## src/rtl/alu_op_sequencer.sv

```systemverilog
// -----------------------------------------------------------------------------
// alu_op_sequencer
//
// Purpose
//   Multi-cycle front end for the ALU and its opcode decoder. The block accepts
//   one command at a time and drives the ALU operand/opcode registers. It then
//   captures the combinational ALU result and returns it over a response
//   handshake.
//   - Shift opcodes (3'b010, 3'b011, 3'b100) are executed as SHAMT one-bit ALU
//     passes. Each pass feeds its result back as operand A.
//   - Every other legal opcode takes exactly one ALU pass.
//   - Opcode 3'b111 is illegal. It is answered with rsp_err=1 and
//     rsp_result=0, and the ALU is never issued.
//
// Handshakes (both sides)
//   A transfer happens on a rising clk edge where valid and ready are both 1.
//   - Once valid is raised, the producer holds valid and its payload stable
//     until that edge.
//   - req_ready is 1 only while idle.
//   - rsp_valid/rsp_result/rsp_err (and the flags) stay stable until the
//     response transfer.
//   - After a response transfer, req_ready returns one cycle later. There is no
//     same-cycle turnaround.
//
// Parameters
//   WIDTH   datapath width of operands and result
//   SW      width of the shift count
//
// Ports
//   clk         in   clock; all state changes on the rising edge
//   reset       in   asynchronous, active-high reset; aborts any command
//   req_valid   in   command valid
//   req_ready   out  sequencer can accept a command (registered)
//   req_op      in   [2:0]      ALU opcode
//   req_a       in   [WIDTH-1:0] operand A
//   req_b       in   [WIDTH-1:0] operand B
//   req_shamt   in   [SW-1:0]   shift count; only used for shift opcodes
//   alu_en      out  alu_op/alu_a/alu_b valid this cycle
//   alu_op      out  [2:0]      opcode to the ALU decoder
//   alu_a       out  [WIDTH-1:0] ALU operand A
//   alu_b       out  [WIDTH-1:0] ALU operand B
//   alu_result  in   [WIDTH-1:0] combinational ALU output; sampled while alu_en
//   rsp_valid   out  response valid
//   rsp_ready   in   consumer accepts the response
//   rsp_result  out  [WIDTH-1:0] final result
//   rsp_err     out  illegal opcode
//   rsp_zero    out  (ALU_SEQ_FLAGS_EN only) rsp_result == 0, forced 0 on error
//   rsp_neg     out  (ALU_SEQ_FLAGS_EN only) rsp_result MSB, forced 0 on error
//   dbg_state   out  [1:0] current FSM state, for observation only
//
// Configuration
//   ALU_SEQ_FLAGS_EN  define to add the rsp_zero / rsp_neg response flags.
// -----------------------------------------------------------------------------
module alu_op_sequencer #(
    parameter int WIDTH = 32,
    parameter int SW    = $clog2(WIDTH)
) (
    input  logic             clk,
    input  logic             reset,
    input  logic             req_valid,
    output logic             req_ready,
    input  logic [2:0]       req_op,
    input  logic [WIDTH-1:0] req_a,
    input  logic [WIDTH-1:0] req_b,
    input  logic [SW-1:0]    req_shamt,
    output logic             alu_en,
    output logic [2:0]       alu_op,
    output logic [WIDTH-1:0] alu_a,
    output logic [WIDTH-1:0] alu_b,
    input  logic [WIDTH-1:0] alu_result,
    output logic             rsp_valid,
    input  logic             rsp_ready,
    output logic [WIDTH-1:0] rsp_result,
    output logic             rsp_err,
`ifdef ALU_SEQ_FLAGS_EN
    output logic             rsp_zero,
    output logic             rsp_neg,
`endif
    output logic [1:0]       dbg_state
);

    localparam logic [2:0] OP_ILLEGAL = 3'b111;

    typedef enum logic [1:0] {
        S_IDLE  = 2'd0,
        S_ISSUE = 2'd1,
        S_SHIFT = 2'd2,
        S_RESP  = 2'd3
    } state_t;

    state_t        state;
    logic [SW-1:0] cnt;        // remaining shift passes, including the current one

    // Response load: one place decides when and what the response registers
    // take, so the optional flags stay in lock-step with rsp_result.
    logic             rsp_load;
    logic [WIDTH-1:0] rsp_next;
    logic             err_next;

    function automatic logic is_shift(input logic [2:0] op);
        return (op == 3'b010) || (op == 3'b011) || (op == 3'b100);
    endfunction

    assign dbg_state = state;

    always_comb begin
        rsp_load = 1'b0;
        rsp_next = alu_result;
        err_next = 1'b0;
        case (state)
            S_IDLE: begin
                if (req_valid && req_ready) begin
                    if (req_op == OP_ILLEGAL) begin
                        rsp_load = 1'b1;
                        rsp_next = '0;
                        err_next = 1'b1;
                    end else if (is_shift(req_op) && (req_shamt == '0)) begin
                        // Zero-length shift: A passes straight through, no ALU pass.
                        rsp_load = 1'b1;
                        rsp_next = req_a;
                    end
                end
            end
            S_ISSUE: rsp_load = 1'b1;
            S_SHIFT: rsp_load = (cnt == SW'(1));
            default: rsp_load = 1'b0;
        endcase
    end

    always_ff @(posedge clk or posedge reset) begin
        if (reset) begin
            state      <= S_IDLE;
            cnt        <= '0;
            req_ready  <= 1'b0;
            alu_en     <= 1'b0;
            alu_op     <= '0;
            alu_a      <= '0;
            alu_b      <= '0;
            rsp_valid  <= 1'b0;
            rsp_result <= '0;
            rsp_err    <= 1'b0;
        end else begin
            if (rsp_load) begin
                rsp_valid  <= 1'b1;
                rsp_result <= rsp_next;
                rsp_err    <= err_next;
            end

            case (state)
                S_IDLE: begin
                    if (req_valid && req_ready) begin
                        req_ready <= 1'b0;
                        if (rsp_load) begin
                            // Illegal op or zero shift: answered without touching
                            // the ALU registers, which keep their last values.
                            state <= S_RESP;
                        end else begin
                            alu_en <= 1'b1;
                            alu_op <= req_op;
                            alu_a  <= req_a;
                            alu_b  <= req_b;
                            cnt    <= req_shamt;
                            state  <= is_shift(req_op) ? S_SHIFT : S_ISSUE;
                        end
                    end else begin
                        // Also covers the first cycle after reset release.
                        req_ready <= 1'b1;
                    end
                end

                S_ISSUE: begin
                    alu_en <= 1'b0;
                    state  <= S_RESP;
                end

                S_SHIFT: begin
                    if (cnt == SW'(1)) begin
                        alu_en <= 1'b0;
                        state  <= S_RESP;
                    end else begin
                        // Feed the one-bit pass result back for the next pass.
                        alu_a <= alu_result;
                        cnt   <= cnt - SW'(1);
                    end
                end

                S_RESP: begin
                    if (rsp_ready) begin
                        rsp_valid <= 1'b0;
                        req_ready <= 1'b1;
                        state     <= S_IDLE;
                    end
                end

                default: state <= S_IDLE;
            endcase
        end
    end

`ifdef ALU_SEQ_FLAGS_EN
    always_ff @(posedge clk or posedge reset) begin
        if (reset) begin
            rsp_zero <= 1'b0;
            rsp_neg  <= 1'b0;
        end else if (rsp_load) begin
            rsp_zero <= !err_next && (rsp_next == '0);
            rsp_neg  <= !err_next && rsp_next[WIDTH-1];
        end
    end
`endif

endmodule

```

## config.mk

```make
export PLATFORM = sky130hd
export DESIGN_NAME = alu_op_sequencer
export DESIGN_NICKNAME = d
export VERILOG_FILES = /design/src/rtl/alu_op_sequencer.sv
export SDC_FILE = /design/constraint.sdc
export NUM_CORES = 1
export LEC_CHECK = 0
export CORE_ASPECT_RATIO = 0.9
export CORE_UTILIZATION = 44
export DETAILED_ROUTE_END_ITERATION = 10
export GPL_ROUTABILITY_DRIVEN = 0
export PLACE_DENSITY = 0.81
export SLEW_MARGIN = 30
export SYNTH_ARGS = -nofsm -noshare
export SYNTH_HDL_FRONTEND = slang
export SYNTH_SLANG_ARGS = --single-unit
```

## constraint.sdc

```tcl
create_clock -name clk -period 4.5 [get_ports clk]
set_input_delay 1.125 -clock clk [delete_from_list [all_inputs] [get_ports clk]]
set_output_delay 1.125 -clock clk [all_outputs]
set_load 0.01 [all_outputs]
```

# Word level (Yosys, flattened, before mapping)
# Cells that the tools add are included.
[totals]
reg_bits = 110
in_bits = 108
out_inout_bits = 105
word_cells = 74
[classes]
addsub = 1
n_eq_ne = 13
muxes = 35
n_bitwise = 1
reduce_logical = 14
[op_table]
columns = ["operator", "n"]
rows = [
  ["32-bit two-way mux", 7],
  ["32-bit one-hot mux with 2 select lines", 1],
  ["5-bit two-way mux", 3],
  ["1-bit two-way mux", 14],
  ["2-bit two-way mux", 5],
  ["2-bit inequality test, second input constant", 5],
  ["5-bit one-hot mux with 2 select lines", 1],
  ["2-bit one-hot mux with 4 select lines", 1],
  ["4-bit AND reduction", 2],
  ["3-bit by 2-bit == test with 1-bit output, second input constant", 2],
  ["3-bit == test, second input constant", 2],
  ["1-bit one-hot mux with 3 select lines", 2],
  ["3-bit AND reduction", 2],
  ["5-bit by 1-bit == test with 1-bit output, second input constant", 1],
  ["5-bit logical NOT", 1],
  ["5-bit by 1-bit subtractor with 5-bit output, second input constant", 1],
  ["2-bit == test, second input constant", 2],
  ["2-bit nonzero test", 2],
  ["3-bit nonzero test", 1],
  ["2-bit by 1-bit == test with 1-bit output, second input constant", 1],
  ["1-bit logical AND", 2],
  ["2-bit logical NOT", 1],
  ["1-bit logical OR", 2],
  ["1-bit one-hot mux with 2 select lines", 1],
  ["2 further kinds", 2],
]

# Depth between registers and ports, before layout
# Gate-level depths: netlist of the first run.
[logic_depth]
depth_word = 11
depth_mapped = 9
ltp_nobuf = 7

# Least setup slack after synthesis of the first run
# OpenSTA, ideal clock, no wires.
[synth_timing]
kind = "input port to flip-flop"
from = "in req_op[2]"
to = "reg alu_a[0]"
setup_ps = 125
arrival_time_ps = 2584
required_ps = 4375
setup_slack_ps = 1791
cell_stages = 6
path_buffers = 1
path_cell_list = "and3_1 a2111oi_4 a21oi_4 nor2_4 buf_12 mux2_4"
[synth_via]
elab_chain_cells = 10
word_cells_on_any_way = 13
cone_classes = "5 x eq/ne; 4 x mux; 4 x reduce/logical"
[synth_rtl]
columns = ["item", "line_no", "text"]
rows = [
  ["start: declaration", "62", "input logic [2:0] req_op,"],
  ["3-bit by 2-bit == test with 1-bit output", "101", "return (op == 3'b010) || (op == 3'b011) || (op == 3'b100);"],
  ["1-bit logical OR (2 in a row)", "101", ""],
  ["1-bit logical AND", "117", "end else if (is_shift(req_op) && (req_shamt == '0)) begin"],
  ["1-bit two-way mux", "117", ""],
  ["1-bit two-way mux *", "113", "if (req_op == OP_ILLEGAL) begin"],
  ["1-bit two-way mux *", "112", "if (req_valid && req_ready) begin"],
  ["1-bit one-hot mux with 3 select lines *", "110", "case (state)"],
  ["2-bit inequality test (no line) *", "n/a", ""],
  ["4-bit AND reduction (no line) *", "n/a", ""],
  ["end signal: assignment", "160", "alu_a <= req_a;"],
  ["end signal: assignment", "182", "alu_a <= alu_result;"],
  ["end: declaration", "68", "output logic [WIDTH-1:0] alu_a,"],
]
# Mark *: on every way between the ends. The rest lies on a longest branch, timed or not.
# A chain may end at the register's enable or synchronous reset.

# Worst setup path after layout of the first run
[layout_timing]
from = "in req_op[2]"
to = "reg alu_b[13]"
[layout_via]
elab_chain_cells = 10
word_cells_on_any_way = 13
cone_classes = "4 x eq/ne; 4 x mux; 1 x bitwise; 4 x reduce/logical"
[layout_rtl]
columns = ["item", "line_no", "text"]
rows = [
  ["3-bit by 2-bit == test with 1-bit output", "101", ""],
  ["1-bit logical OR (2 in a row)", "101", ""],
  ["1-bit logical AND", "117", ""],
  ["1-bit two-way mux", "117", ""],
  ["1-bit two-way mux *", "113", ""],
  ["1-bit two-way mux *", "112", ""],
  ["1-bit one-hot mux with 3 select lines *", "110", ""],
  ["1-bit NOT (no line) *", "n/a", ""],
  ["3-bit AND reduction (no line) *", "n/a", ""],
  ["end signal: assignment", "161", "alu_b <= req_b;"],
  ["end: declaration", "69", "output logic [WIDTH-1:0] alu_b,"],
]
# Marks and branches as above.

==> impl_metrics.ini, run 1 <==
[yosys]
synth_top_area_share = 0.508
synth_edf_count = 0
yosys_warnings = 0
synthArstFlopShare = 1.00
synth.distinct_cells = 52
seq_area_frac_synth = 0.508
syn_area_mm2 = 0.00542
synth_seq_cells = 110
syn_inst = 392
synth_fp_nets = 507
yosysTopAreaCell = dfrtp_1
synth-main-ff-cell = dfrtp_1
avgSynthCellArea_um2 = 13.8
yosys-top-cells-area = dfrtp_1, mux2_2, mux2_4

[cts]
cts.sinks = 110
clk_latency_ns = 0.35
tritoncts = yes
ctsResizeCount = 0
hold_buffers = 0
numCtsBuffers = 9
htreeDepth = 3
clockRootBuffer = clkbuf_16
clkSlewWorstSetupHoldPaths_ns = 0.07
cts.path.max_buffers = 2
post_cts_buffers = 0

[timing]
hold_violations = 0
fin_crit_sh = 0.705
rsz0062_at_grt = false
worst-slew-pin-transition_ns = 0.807
setup_violations = 0
slew_headroom = 0.462
fmaxAchievable_ghz = 0.315
fin_worst_skew_ns = 0.00361
fin_tns_setup_ns = 0
drv_slew = 0
holdWs_ns = 0.493
fin_crit_ns = 3.17

[cells_and_area]
fillerInstances = 872
finish.net_count = 717
post_route_cells_drive_above_1_share = 0.213
area_growth_pct = 48.0
diodes = 0

[worst_setup_path]
crit_path_end_kind = flip-flop
crit_path_start_kind = input port
cp_max_fo = 35
arrival_ns = 3.40
worst_ep_required_time_ns = 4.73
worstSetupPathType = in2reg

[floorplanning]
num_rows = 38
die-area_mm2 = 0.0128
coreArea_mm2 = 0.0120
die_h_um = 107
die_w_um = 119
io_pins = 213
start_util = 0.450

[placement]
hpwl_um = 10200
port_buffers = 212

[routing]
routed_wl_um = 14200
route.detailed.drc = 0
final_antenna_net_count = 0
wire_per_inst_um = 18.6
drtIter0Drc = 180
vias_per_cell = 5.35
vias = 4096
drtPass1Iterations = 4

[global_route]
grt_pass1_wl_um = 22600
antenna_found_initial = 0
grt_pass1_vias = 4428
track_usage = 0.230
grt-ovfl-total = 0
grt_max_degree = 65

[run_status]
status = finished, final reports clean

[power]
p_per_area_mw_per_mm2 = 739
vdd_ir_drop_max_mv = 0.530
p_leak_nw = 3.25

[hold_path]
hold_class = reg2reg

[job]
cap_violations = 0
-- where the power goes --
| part | switching, mW | internal [mW] |
|---|---|---|
| Combinational | 1.32 | 1.89 |
| Clock | 0.343 | 0.536 |
| Sequential | 0.319 | 1.52 |
-- cells in the final DEF, fill, tap and decap left out, types with 2 or more instances in the layout --
master,n
a21oi_1,7
clkbuf_16,9
nand2_1,8
clkdlybuf4s50_1,212
mux2i_1,32
mux2_4,29
nand3_1,3
nor2_1,10
nor3_1,5
o21ai_4,2
clkinv_2,2
nor2b_1,5
nor3b_1,2
mux2_1,7
ha_1,6
a31oi_1,2
buf_4,8
mux2_2,64
inv_1,7
dfrtp_1,110
bufinv_16,3
a211oi_1,2
o22a_1,2
o21ai_0,7
nor2_4,2
and3_1,2
o2bb2ai_1,31
-- critical path, cell delays in order --
cell	delay, ns
clkdlybuf4s50_1	0.55
nor3b_1	0.40
o211a_1	0.31
nor3_1	0.10
o21ai_4	0.13
buf_4	0.39
mux2_2	0.40
-- final cells by class --
| type | count | area, um^2 | area share |
|---|---|---|---|
| Multi-Input combinational cell | 251 | 2480 | 0.309 |
| Clock inverter | 5 | 100 | 0.0125 |
| Sequential cell | 110 | 2750 | 0.343 |
| Timing Repair Buffer | 222 | 2230 | 0.278 |
| Inverter | 8 | 32.5 | 0.00406 |
| Tap cell | 160 | 200 | 0.0250 |
| Clock buffer | 9 | 225 | 0.0281 |
-- stage by stage --
step	power [mW]	utilization	setup WS [ns]	instance area, um^2	std cells
floorplan	3.65	-	0.473	5420	392
detailed placement	5.03	0.637	0.880	7670	750
global route	6.26	0.667	1.21	8020	765
global placement	4.93	0.637	0.967	7670	750
CTS	5.96	0.664	1.25	7990	764
finish	5.93	0.667	1.33	8020	765
-- metal layers --
metal / GRT usage / wire length [um] / up-vias
met3: 0.105 / 1440 / 16
met1: 0.257 / 5670 / 2025
met2: 0.400 / 6910 / 186
met5: 0 / 0 / -
met4: 0.0533 / 198 / 0
li1: - / - / 1869
-- path summary, 6_finish.rpt --
path | from | end | slack (ns) | cells after the start
max | req_op[2] | alu_b[13]$_DFFE_PP0P_ | 1.33 | 7
min | rsp_result[30]$_DFFE_PP0P_ | rsp_result[30]$_DFFE_PP0P_ | 0.49 | 1
max reg2reg | dbg_state[0]$_DFFE_PP0P_ | alu_a[10]$_DFFE_PP0P_ | 1.55 | 8
min reg2reg | rsp_result[30]$_DFFE_PP0P_ | rsp_result[30]$_DFFE_PP0P_ | 0.49 | 1
max in group asynchronous | reset | alu_b[15]$_DFFE_PP0P_ | 2.46 | 3
min in group asynchronous | reset | alu_b[30]$_DFFE_PP0P_ | 1.28 | 2
-- sequential cells by signal, indices dropped and copies added, names as in the netlist --
register and cells:
alu_a 32, alu_b 32, rsp_result 32, cnt 5
alu_op 3, dbg_state 2, alu_en 1, req_ready 1
rsp_err 1, rsp_valid 1
-- cell usage after synthesis (all sizes together), types with 2 or more instances --
| library cell | number |
|---|---|
| mux2i | 32 |
| nor3b | 2 |
| a2111oi | 2 |
| o22a | 2 |
| nor3 | 5 |
| o21ai | 9 |
| buf | 11 |
| nor2 | 13 |
| a211oi | 2 |
| clkbuf | 12 |
| and3 | 2 |
| a21oi | 8 |
| a31oi | 2 |
| ha | 7 |
| mux2 | 100 |
| nand2 | 8 |
| o2bb2ai | 31 |
| nor4b | 2 |
| dfrtp | 110 |
| nand3 | 3 |
| nor2b | 5 |
| inv | 8 |
-- logic make-up after synthesis --
family | synth area share
AO/OA/AOI/OAI | 0.105
adder cells (fa/ha/maj) | 0.0162
buffers and inverters | 0.0377
flip-flops | 0.508
multiplexers | 0.287
AND/OR/NAND/NOR | 0.0460
(Power assumes the default switching activity.)
==> run 2, diff against run 1 <==
- clock period: 4.5 -> 3.13 ns (I/O delays scaled with it)
==> impl_metrics.ini, run 2 (synthesized netlist as in run 1, its figures left out) <==
[timing]
rsz0062_at_grt = false
slew_headroom = 0.615
worst-slew-pin-transition_ns = 0.578
fin_crit_sh = 0.832
fin_worst_skew_ns = 0.00773
holdWs_ns = 0.491
fin_tns_setup_ns = 0
setup_violations = 0
fmaxAchievable_ghz = 0.384
fin_crit_ns = 2.60
hold_violations = 0
drv_slew = 0

[hold_path]
hold_class = reg2reg
hold_end = rsp_result[5]$_DFFE_PP0P_
min_from = rsp_result[5]$_DFFE_PP0P_
holdPathStages = 1

[power]
vdd_ir_drop_max_mv = 0.745
p_leak_nw = 3.27
p_per_area_mw_per_mm2 = 1060

[global_route]
grt_pass1_vias = 4435
track_usage = 0.230
grt-ovfl-total = 0
antenna_found_initial = 0
grt_pass1_wl_um = 22600
grt_max_degree = 111

[floorplanning]
die_h_um = 107
die_w_um = 119
start_util = 0.450
num_rows = 38
coreArea_mm2 = 0.0120
io_pins = 213
die-area_mm2 = 0.0128

[cells_and_area]
area_growth_pct = 49.3
final_common_cell = clkdlybuf4s50_1
fillerInstances = 872
final_cell_mix = clkdlybuf4s50_1, dfrtp_1, mux2_2
final_core_util = 0.672
post_route_cells_drive_above_1_share = 0.221
diodes = 0
top_regs = alu_a: 32 flops, alu_b: 32 flops, rsp_result: 32 flops
finish.net_count = 721

[cts]
htreeDepth = 3
hold_buffers = 0
cts.path.max_buffers = 2
post_cts_buffers = 0
clk_latency_ns = 0.35
ctsResizeCount = 0
clkSlewWorstSetupHoldPaths_ns = 0.07
clockRootBuffer = clkbuf_16
numCtsBuffers = 9
cts.sinks = 110
tritoncts = yes

[worst_setup_path]
crit_path_frequent_cell = buf_4
crit_path_end_kind = flip-flop
cp_max_fo = 18
cp_cell_sequence = clkdlybuf4s50_1, nor3b_1, buf_4, o211ai_2, nor2_4, buf_12, o21ai_2, buf_4, a21boi_0
worst_ep_required_time_ns = 3.39
regToRegSetupSlack_ns = 0.76
r2r-start = dbg_state[0]$_DFFE_PP0P_
arrival_ns = 2.87
slowest_delay_ns = 0.47
cp_slowest_cell = clkdlybuf4s50_1
reg2reg_to = alu_a[9]$_DFFE_PP0P_
crit_path_start_kind = input port
r2r_cells = 8
worstSetupPathType = in2reg

[routing]
drtIter0Drc = 173
route.detailed.drc = 0
vias = 4065
routed_wl_um = 14000
wire_per_inst_um = 18.2
drtPass1Iterations = 4
final_antenna_net_count = 0
vias_per_cell = 5.27

[job]
cap_violations = 0

[run_status]
status = finished, final reports clean

[placement]
port_buffers = 212
hpwl_um = 10100
## run 2: cell types whose count changed in the layout (fill, tap and decap cells not counted), sizes merged
cell	change
buf	+4
bufinv	-1
clkinv	-2
clkinvlp	+3
inv	+2
## run 2: critical path: cells and delay by family
family	cells	cell delay, ns
buffers and inverters	4	1.07
and+or+nand+nor	2	0.26
AOI/OAI and AO/OA	3	0.72
## run 2: final cells by class
type	instances	area, um^2	share of cell area
Sequential cell	110	2750	0.340
Multi-Input combinational cell	251	2470	0.305
Timing Repair Buffer	226	2300	0.285
Clock buffer	9	225	0.0278
Tap cell	160	200	0.0247
Clock inverter	7	104	0.0128
Inverter	8	33.8	0.00418
## run 2: power by group
part           leakage [nW]  internal, mW  switching, mW
sequential             1.30          2.18          0.457
clock                 0.155         0.713          0.543
combinational          1.82          2.77           1.89
total                  3.27          5.66           2.89
## run 2: how the worst max path moves through the flow
stage,start,to,slack (ns),cells past startpoint
final,req_op[2],rsp_err$_DFFE_PP0P_,0.53,9
after global routing,req_op[2],rsp_err$_DFFE_PP0P_,0.41,9
after CTS,req_op[2],rsp_err$_DFFE_PP0P_,0.51,9
after detailed placement,req_op[2],rsp_err$_DFFE_PP0P_,0.11,9
after global placement,req_op[2],rsp_err$_DFFE_PP0P_,0.22,9
after floorplan,req_op[2],alu_a[0]$_DFFE_PP0P_,0.76,6
## run 2: stage by stage
stage               setup slack [ns]  instance area [um^2]  power (mW)  std cells
floorplan                      0.764                  5420        5.25        392
global placement               0.220                  7760        7.20        755
detailed placement             0.110                  7760        7.33        755
CTS                            0.512                  8090        8.66        771
global route                   0.408                  8090        9.06        771
finish                         0.526                  8090        8.55        771
## run 2: metal layers
layer  GRT usage  vias up  part of all wire
met1       0.269     2003              0.41
met4      0.0787        0             0.016
met3      0.0858       12             0.087
met2       0.389      168              0.49
met5           0        -                 0
li1            -     1882                 -
==> run 3, diff against run 2 <==
- clock period: 3.13 -> 2.5 ns (I/O delays scaled with it)
==> impl_metrics.ini, run 3 (synthesized netlist as in run 1, its figures left out) <==
[run_status]
status = finished, final reports clean

[timing]
setup_violations = 0
slew_headroom = 0.612
rsz0062_at_grt = true
hold_violations = 0
worst-slew-pin-transition_ns = 0.582
fin_crit_ns = 2.47
fin_crit_sh = 0.988
fin_worst_skew_ns = 0.00768
drv_slew = 0
fmaxAchievable_ghz = 0.405

[cts]
htreeDepth = 3
ctsResizeCount = 0
clk_latency_ns = 0.34
cts.sinks = 110
clockRootBuffer = clkbuf_16
tritoncts = yes
numCtsBuffers = 9
cts.path.max_buffers = 2
clkSlewWorstSetupHoldPaths_ns = 0.07

[floorplanning]
coreArea_mm2 = 0.0120
start_util = 0.450
die_w_um = 119
die-area_mm2 = 0.0128
die_h_um = 107
num_rows = 38
io_pins = 213

[cells_and_area]
final_cell_mix = clkdlybuf4s50_1, dfrtp_1, mux2_2
finish.net_count = 743
multi_input_area_mm2 = 0.00247
layout.area.seq_mm2 = 0.00275
fin_cells = 793
fillerInstances = 886
post_route_cells_drive_above_1_share = 0.245
diodes = 0
final_common_cell = clkdlybuf4s50_1
top_regs = alu_a: 32 flops, alu_b: 32 flops, rsp_result: 32 flops
area_growth_pct = 52.5

[routing]
route.detailed.drc = 0
vias = 4186
highest_layer = met4
final_antenna_net_count = 0
drtIter0Drc = 181
vias_per_cell = 5.28
wire_per_inst_um = 18.1
wl_met3_um = 1140
routed_wl_um = 14400
drtPass1Iterations = 4
met2_length_um = 6840
wl_met1_um = 6110

[hold_path]
min_from = rsp_result[14]$_DFFE_PP0P_
hold_class = reg2reg

[power]
p_per_area_mw_per_mm2 = 1300
p_leak_nw = 3.39
switching_share = 0.340
switching_power_mw = 3.64
vdd_ir_drop_max_mv = 0.710
intPower_mw = 7.07
pwr-share-comb = 0.566
p_total_mw = 10.7
pwr-share-clk = 0.124
p_seq_frac = 0.310

[worst_setup_path]
crit_path_start = req_op[2]
crit_path_end_kind = flip-flop
worst_ep_required_time_ns = 2.72
worstSetupPathType = in2reg
r2r-start = cnt[1]$_DFFE_PP0P_
arrival_ns = 2.69
cp_max_fo = 17
crit_path_start_kind = input port

[global_route]
grt_pass1_vias = 4407
grt_pass1_wl_um = 22500
antenna_found_initial = 0
track_usage = 0.227
grt-ovfl-total = 0
grt_max_degree = 111

[placement]
hpwl_um = 10200
port_buffers = 212
placedCellCount = 772

[job]
cap_violations = 0
[run 3: cell count changes in the layout (fill, tap and decap cells not counted), sizes merged]
| cell | delta |
|---|---|
| clkbuf | +5 |
| clkinv | +3 |
| buf | +20 |
| bufinv | -2 |
| clkinvlp | -1 |
| inv | -3 |
[run 3: cell type report]
| cell class | instances | share of cell area |
|---|---|---|
| clock buffer | 12 | 0.0298 |
| clock inverter | 4 | 0.00273 |
| inverter | 8 | 0.00409 |
| multi-input combinational | 251 | 0.299 |
| sequential | 110 | 0.333 |
| tap | 160 | 0.0242 |
| timing repair buffer | 248 | 0.307 |
[run 3: power groups by stage]
stage          combinational (mW)  clock (mW)  sequential (mW)
6_report                     6.07        1.33             3.32
5_1_grt                      6.48        1.43             3.43
4_1_cts                      6.04        1.37             3.32
3_5_place_dp                 6.00           0             3.32
3_3_place_gp                 5.86           0             3.29
2_1_floorplan                2.93           0             3.65
[run 3: path summary, 6_finish.rpt]
check,end,slack (ns),cells past startpoint
worst max-delay path,alu_b[14]$_DFFE_PP0P_,0.03,10
worst min-delay path,rsp_result[14]$_DFFE_PP0P_,0.49,1
worst max register to register,alu_b[15]$_DFFE_PP0P_,0.14,10
worst min register to register,rsp_result[14]$_DFFE_PP0P_,0.49,1
max in group asynchronous,cnt[1]$_DFFE_PP0P_,1.27,3
min in group asynchronous,rsp_result[3]$_DFFE_PP0P_,0.79,3
[run 3: worst max-delay path: stages]
cell,delay (ns)
clkdlybuf4s50_1,0.46
nor3b_1,0.16
buf_4,0.14
o211a_1,0.24
nor3_1,0.21
buf_4,0.16
o21ai_4,0.05
buf_12,0.15
clkbuf_16,0.18
mux2_1,0.32
[run 3: metrics by stage]
stage / worst slack [ns] / instance area, um^2 / util / TNS (ns) / hold slack [ns]
4_1_cts: 0.100 / 8170 / 0.679 / 0 / 0.494
5_1_grt: -0.0704 / 8260 / 0.686 / -0.723 / 0.499
3_5_place_dp: -0.259 / 7900 / 0.657 / -23.34 / 0.474
6_report: 0.0299 / 8260 / 0.686 / 0 / 0.491
2_1_floorplan: 0.291 / 5420 / - / 0 / 0.522
3_3_place_gp: -0.215 / 7900 / 0.657 / -18.77 / 0.473
[run 3: what timing repair did]
| item | CTS | global route |
|---|---|---|
| buffers inserted | 0 | 2 |
| hold buffers | 0 | 0 |
| endpoints found under the setup margin | 0 | 14 |
[run 3: layer usage]
metal	vias to the layer above	global-route usage
met5	-	0
met4	0	0.0805
met3	23	0.0699
met2	177	0.377
met1	2052	0.281
li1	1934	-
